File: src/rtl/top_soc_module.sv
// Purpose : Fixed-function classifier. It scores each of 32 stored images
//           against 10 weight vectors, keeps the argmax class of every image
//           in a small result file, and shows one result on the LEDs. The
//           LEDs show a result only in access mode 2'b01 and only once every
//           image has been classified.
// Ports   : clk      - system clock, rising edge
//           rst      - asynchronous active-high reset
//           pipeline - 1: whole dot product per cycle, 0: one feature MAC per cycle
//                      (sampled when leaving IDLE)
//           switches - [6:5] access mode, [4:0] image index
//           leds     - registered class ID, or 7'h0F when locked
//           done     - registered, high once all images are classified
//
// state  | meaning
// IDLE   | first cycle after reset; latch engine mode, clear counters
// RUN    | score classes of r_img, then write its argmax (r_wr cycle)
// FINISH | all 32 results stored; terminal until reset
module top_soc_module (
   input  logic       clk,
   input  logic       rst,
   input  logic       pipeline,
   input  logic [6:0] switches,
   output logic [6:0] leds,
   output logic       done
);

   typedef enum logic [1:0] {S_IDLE, S_RUN, S_FINISH} state_t;

   state_t             r_state, w_state_nxt;
   logic               r_mode;
   logic [4:0]         r_img;
   logic [3:0]         r_cls;
   logic [3:0]         r_feat;
   logic               r_wr;
   logic signed [19:0] r_acc;
   logic signed [19:0] r_best;
   logic [3:0]         r_best_cls;
   logic [3:0]         r_result [32];
   logic               r_done;
   logic [6:0]         r_leds;

   logic signed [19:0] w_dot;
   logic signed [19:0] w_score;
   logic               w_cls_done;

   function automatic logic [3:0] mod10(input logic [4:0] n);
      if (n >= 5'd30)      return 4'(n - 5'd30);
      else if (n >= 5'd20) return 4'(n - 5'd20);
      else if (n >= 5'd10) return 4'(n - 5'd10);
      else                 return n[3:0];
   endfunction

   // Image ROM: a 64 spike at feature (n mod 10), small ramp elsewhere.
   function automatic logic signed [7:0] feature(input logic [4:0] n, input logic [3:0] k);
      logic [2:0] ramp;
      ramp = n[2:0] + k[2:0];
      if (k == mod10(n)) return 8'sd64;
      else               return {5'b0, ramp};
   endfunction

   function automatic logic signed [19:0] mac(input logic [4:0] n, input logic [3:0] c,
                                              input logic [3:0] k);
      logic signed [7:0]  f;
      logic signed [7:0]  w;
      logic signed [19:0] fe;
      logic signed [19:0] we;
      f  = feature(n, k);
      w  = (c == k) ? 8'sd2 : -8'sd1;
      fe = {{12{f[7]}}, f};
      we = {{12{w[7]}}, w};
      return fe * we;
   endfunction

   always_comb begin
      w_dot = '0;
      for (int k = 0; k < 10; k++) w_dot = w_dot + mac(r_img, r_cls, 4'(k));
   end

   assign w_score    = r_mode ? w_dot : (r_acc + mac(r_img, r_cls, r_feat));
   assign w_cls_done = r_mode | (r_feat == 4'd9);

   always_ff @(posedge clk or posedge rst) begin
      if (rst) r_state <= S_IDLE;
      else     r_state <= w_state_nxt;
   end

   always_comb begin
      w_state_nxt = r_state;
      case (r_state)
         S_IDLE:   w_state_nxt = S_RUN;
         S_RUN:    if (r_wr && (r_img == 5'd31)) w_state_nxt = S_FINISH;
         S_FINISH: w_state_nxt = S_FINISH;
         default:  w_state_nxt = S_IDLE;
      endcase
   end

   always_ff @(posedge clk or posedge rst) begin
      if (rst) begin
         r_mode     <= 1'b0;
         r_img      <= '0;
         r_cls      <= '0;
         r_feat     <= '0;
         r_wr       <= 1'b0;
         r_acc      <= '0;
         r_best     <= '0;
         r_best_cls <= '0;
         for (int i = 0; i < 32; i++) r_result[i] <= '0;
      end else begin
         case (r_state)
            S_IDLE: begin
               r_mode <= pipeline;
               r_img  <= '0;
               r_cls  <= '0;
               r_feat <= '0;
               r_wr   <= 1'b0;
               r_acc  <= '0;
            end
            S_RUN: begin
               if (r_wr) begin
                  r_result[r_img] <= r_best_cls;
                  r_wr            <= 1'b0;
                  r_img           <= r_img + 5'd1;
                  r_cls           <= '0;
               end else if (w_cls_done) begin
                  // Strict compare keeps the lowest class on ties.
                  if ((r_cls == 4'd0) || (w_score > r_best)) begin
                     r_best     <= w_score;
                     r_best_cls <= r_cls;
                  end
                  r_acc  <= '0;
                  r_feat <= '0;
                  if (r_cls == 4'd9) r_wr  <= 1'b1;
                  else               r_cls <= r_cls + 4'd1;
               end else begin
                  r_acc  <= w_score;
                  r_feat <= r_feat + 4'd1;
               end
            end
            default: ;
         endcase
      end
   end

   always_ff @(posedge clk or posedge rst) begin
      if (rst) begin
         r_done <= 1'b0;
         r_leds <= 7'h0F;
      end else begin
         r_done <= (w_state_nxt == S_FINISH);
         if (r_done && (switches[6:5] == 2'b01)) r_leds <= {3'b000, r_result[switches[4:0]]};
         else                                    r_leds <= 7'h0F;
      end
   end

   assign leds = r_leds;
   assign done = r_done;

endmodule

File: config.mk
export PLATFORM = sky130hd
export DESIGN_NAME = top_soc_module
export DESIGN_NICKNAME = d
export VERILOG_FILES = /design/src/rtl/top_soc_module.sv
export SDC_FILE = /design/constraint.sdc
export NUM_CORES = 1
export LEC_CHECK = 0
export BUFFER_PORTS_ARGS = -buffer_cell sky130_fd_sc_hd__buf_4
export CORE_MARGIN = 2
export CORE_UTILIZATION = 50
export DETAILED_ROUTE_END_ITERATION = 6
export PLACE_DENSITY = 0.65
export REMOVE_ABC_BUFFERS = 1
export SLEW_MARGIN = 20
export SYNTH_ARGS = -nofsm -noshare
export SYNTH_HDL_FRONTEND = slang
export SYNTH_SLANG_ARGS = --single-unit
File: constraint.sdc
create_clock -name clk -period 34 [get_ports clk]
set_input_delay 0 -clock clk [delete_from_list [all_inputs] [get_ports clk]]
set_output_delay 0 -clock clk [all_outputs]
set_load 0.005 [all_outputs]
Word-level counts from Yosys, hierarchy flattened --
Index checks and enable logic that the tools add are counted.
Word-level totals: bits in registers 197, input port bits 10, output and inout bits 8
Cells by class: $add $sub $neg 24, $mul 11, $lt $le $gt $ge 7, eq/ne operators 30, muxes and demuxes 51, bitwise operators 4, reductions and logical operators 13
Operators by type and width (count):
- $mul A8 B8 Y16 | 11
- $bwmux W128 | 1
- $add A20 B16 Y20 | 6
- $mux W8 | 11
- $mux W7 | 11
- $mux W20 | 3
- $mux W4 | 12
- $pmux W20 S2 | 1
- $add A19 B16 Y20 | 1
- $bmux W4 S5 | 1
- $demux W4 S5 | 1
- $gt A20 B20 Y1 | 1
- $add A18 B16 Y19 | 1
- $add A17 B16 Y18 | 1
- $add A16 B16 Y17 | 1
- $eq A3 B4 Y1 const A | 4
- $eq A4 B3 Y1 const B | 4
- $pmux W4 S2 | 2
- $add A3 B3 Y3 const B | 4
- $eq A4 B4 Y1 const B | 3
- $ge A6 B6 Y1 const B | 2
- $not A5 Y6 | 2
- $ge A5 B5 Y1 const B | 2
- $pmux W5 S2 | 1
- other kinds (35) | 53

Logic depth before layout (Yosys ltp) --
depth in word-level cells 20, mapped depth 49, mapped depth without buffers 46

Worst setup path after synthesis --
OpenSTA, ideal clock, no wires.
kind flip-flop to flip-flop, start register r_img[0], end register r_best[1], data arrival time 11.396 ns, required time 33.875 ns, path slack 22.479 ns, cell stages (with the launch flop) 43, clock period less this slack 11.521 ns, path through dfrtp_1 > buf_4 > clkbuf_1 > clkinv_1 > ha_1 > nand2_1 > nor3_1 > a21oi_1 > o32ai_4 > nand2_1 > nor3_4 > nor3_1 > fa_1 > ha_1 > fa_1 > inv_1 > fa_1 > fa_1 > [7 not listed] > fa_1 > ha_1 > a211oi_2 > o21ai_0 > a221o_1 > a21oi_1 > o31a_1 > xnor2_1 > mux2_2 > ha_1 > nand4_1 > nor2_1 > a21oi_1 > a21oi_1 > mux2i_1 > o32ai_2 > buf_2 > mux2_2
On the way: cells in the longest elaborated chain, start to end 20, elaborated cells on any way between the ends 64, classes of those cells add/sub: 21; mul: 11; order compare: 4; eq/ne: 10; mux: 15; reduce/logical: 3
Ends and longest elaborated chain:
- from (decl) | RTL line 31 | logic [4:0] r_img;
- from (signal assigned) | RTL line 122 | r_img <= r_img + 5'd1;
- $sub A4 B4 Y4 / $ge A5 B4 Y1 (equally long branches) | RTL line 49 | else if (n >= 5'd10) return 4'(n - 5'd10);
- $mux W4 | RTL line 49
- $mux W4 | RTL line 48 | else if (n >= 5'd20) return 4'(n - 5'd20);
- $mux W4 | RTL line 47 | if (n >= 5'd30) return 4'(n - 5'd30);
- $eq A1 B4 Y1 / $logic_not A4 Y1 (equally long branches) | RTL line 57 | if (k == mod10(n)) return 8'sd64;
- $mux W7 | RTL line 57
- $mul A8 B8 Y16 | RTL line 71 | return fe * we;
- $add A16 B16 Y17 | RTL line 76 | for (int k = 0; k < 10; k++) w_dot = w_dot + mac(r_img, r_cls, 4'(k));
- $add A17 B16 Y18 | RTL line 76
- $add A18 B16 Y19 | RTL line 76
- $add A19 B16 Y20 | RTL line 76
- $add A20 B16 Y20 (5 in a row) | RTL line 76
- $mux W20 (*) | RTL line 79 | assign w_score = r_mode ? w_dot : (r_acc + mac(r_img, r_cls, r_feat));
- named net w_score[19] | RTL line 43 | logic signed [19:0] w_score;
- $gt A20 B20 Y1 (*) | RTL line 126 | if ((r_cls == 4'd0) || (w_score > r_best)) begin
- $logic_or A1 B1 Y1 (*) | RTL line 126
- $reduce_and A4 Y1 (no line) (*)
- to (signal assigned) | RTL line 127 | r_best <= w_score;
- to (decl) | RTL line 36 | logic signed [19:0] r_best;
The timed path passes the listed nets; every way through them passes the cells marked *. A chain may end at the register's enable or synchronous reset.

Worst setup path in the final report --
start register r_img[1], end register r_best[16]
Same word-level chain as after synthesis.

==> out/results.ini <==
[run_status]
status = complete, no violations

[place]
portBuffers = 14
gp_congestion = 0.946
dpl.cell_count = 3019
dpl.hpwl_um = 49700

[worst_setup_path]
worst_setup_path_end_kind = flop
worstPathRequired_ns = 34.33
cpPeakStageDelay_ns = 0.72
crit_type = flop to flop
path_common_cell = fa_1
cp_slowest_cell = dfrtp_1
crit_path_start_kind = flop
cp_max_fo = 17
critPathArrivalTime_ns = 13.50

[sta]
finalSetupViolations = 0
finalWorstPathRequiredPeriod_ns = 13.17
worst-slew-pin-transition_ns = 1.08
whs_ns = 0.105
grt_setup_unrepaired = false
post-route-period-util_pct = 38.7
relSlewSlack_pct = 27.7
hold_violations = 0
skew_ns = 0.0141
finalSetupTns_ns = 0
drv_slew = 0
fmax_mhz = 75.9

[final_layout]
nNetsFinal = 3144
final_common_cell = inv_1
final.fill_count = 4375
drive_gt1_share_pct = 12.3
diodes = 0
final_util_pct = 53.8
finalNonFillerCells = 3058
regArea_um2 = 4860
multi_input_area_um2 = 18300
synthToLayoutAreaGrowth_pct = 5.89
most-common-layout-cells = inv_1, ha_1, fa_1, dfrtp_1, mux2_2

[routing]
initialDrtViolationCount = 795
drc = 0
wl_um = 58900
viasPerCell = 5.36
detail_route.wl_per_cell_um = 19.3
dr.pass1.iters = 5
ant_nets = 0
vias = 16400

[global_routing]
grt_max_degree = 113
grt_pass1_vias = 18100
track_usage_pct = 23.7
antenna_found_initial = 0
grt_pass1_wl_um = 97900
grt_overflow = 0

[floorplan]
dieArea_um2 = 53000
fp.dieH_um = 230
die_w_um = 230
core_um2 = 50400
std_cell_rows = 82
start_util_pct = 50.8
ioPinCount = 18

[yosys]
ys_seq_area_share_pct = 19.0
async_flop_share_pct = 100
synthFlopType = dfrtp_1
synth_edf_count = 0
yosys_warnings = 0
synth_cells = 2381
avgSynthCellArea_um2 = 10.7
synthesis.area_um2 = 25600
ys_seq_elements = 194
yosysUniqueCellTypes = 71

[clocking]
clockBufferDepth = 2
clk_pin_slew_ns = 0.08
clk_latency_ns = 0.45
cts_made_buffers = 17
root_buffer = clkbuf_16
cts_tree = done
cts_setup_buffers = 0
cts_num_sinks = 194
h-tree-depth = 4

[min_path]
hp-class = primary input to flop

[flow_run]
cap_viol_max_count = 0

## path summary, 6_finish.rpt
kind,startpoint,endpoint,slack [ns],depth (start not counted)
max in group asynchronous,rst,r_img[0],32.49,4
min reg2reg,r_result[89],r_result[89],0.50,1
max reg2reg,r_img[1],r_best[16],20.83,44
max,r_img[1],r_best[16],20.83,44
min in group asynchronous,rst,r_result[11],0.26,3
min,switches[4],leds[1],0.10,4
## cells by family (layout without fill, tap and decap cells)
family / Yosys count / count (layout) / share of synthesized area [%]
adders and majority gates: 761 / 761 / 47.5
buffers and inverters: 653 / 652 / 9.68
and+or+nand+nor: 322 / 322 / 5.96
muxes: 212 / 212 / 11.0
DFF: 194 / 194 / 19.0
AOI/OAI and AO/OA: 177 / 177 / 4.72
xor gates and xnor gates: 60 / 60 / 2.13
other: 2 / 8 / 0.0294
## repair_timing
item	4_1_cts	5_1_grt
hold buffers	6	0
gates resized for setup	0	0
hold endpoints to repair	116	0
## area by class of cell
class	count	area share, %
clock inverter	15	0.771
timing repair buffer	30	0.914
tap	672	3.10
inverter	590	8.20
clock buffer	17	1.57
multi-input combinational	1540	67.5
sequential	194	18.0
## metrics by stage
step	area, um2	setup slack [ns]
finish	27100	20.83
global route	27100	20.15
CTS	27100	20.90
detailed placement	26400	20.94
global placement	26400	21.22
floorplan	25300	21.73
## cells in the mapped netlist, drive strengths merged, types with 14 or more instances
cell type | instances | share of area, %
mux2 | 160 | 7.0
a21o | 14 | 0.41
a21oi | 36 | 0.72
dfrtp | 190 | 19
inv | 588 | 8.6
a22o | 21 | 0.72
buf | 19 | 0.38
nor3 | 28 | 0.66
nor2 | 102 | 1.5
clkbuf | 44 | 0.65
xnor2 | 40 | 1.4
nand2 | 101 | 1.5
o21ai | 45 | 0.88
and3 | 15 | 0.37
xor2 | 20 | 0.68
nand3 | 18 | 0.35
fa | 349 | 27
ha | 412 | 20
mux4 | 40 | 3.5
## critical path: cells and delay by family (launching register included)
kind | cells | cell delay [ns]
multiplexers | 3 | 0.80
XOR/XNOR | 1 | 0.12
AO/OA/AOI/OAI | 10 | 2.10
flip-flops | 1 | 0.72
AND/OR/NAND/NOR | 7 | 1.80
adder cells (fa/ha/maj) | 13 | 6.07
buffers and inverters | 10 | 1.42
## sequential cells by signal, indices dropped and copies added (netlist names), 2 cells and up
| name | flops |
|---|---|
| r_result | 128 |
| r_acc | 20 |
| r_best | 20 |
| r_img | 5 |
| leds | 4 |
| r_best_cls | 4 |
| r_cls | 4 |
| r_feat | 4 |
| r_state | 2 |
## metal layers
layer / part of all wire [%] / GRT usage (%) / vias to the layer above
li1: - / - / 7562
met1: 43 / 31.8 / 8415
met2: 50 / 40.8 / 326
met3: 3.9 / 2.80 / 76
met4: 2.6 / 6.43 / 0
met5: 0 / 0 / -
Power is not shown: default switching activity piles up to over one toggle a cycle in this logic, so the estimate is an artifact.
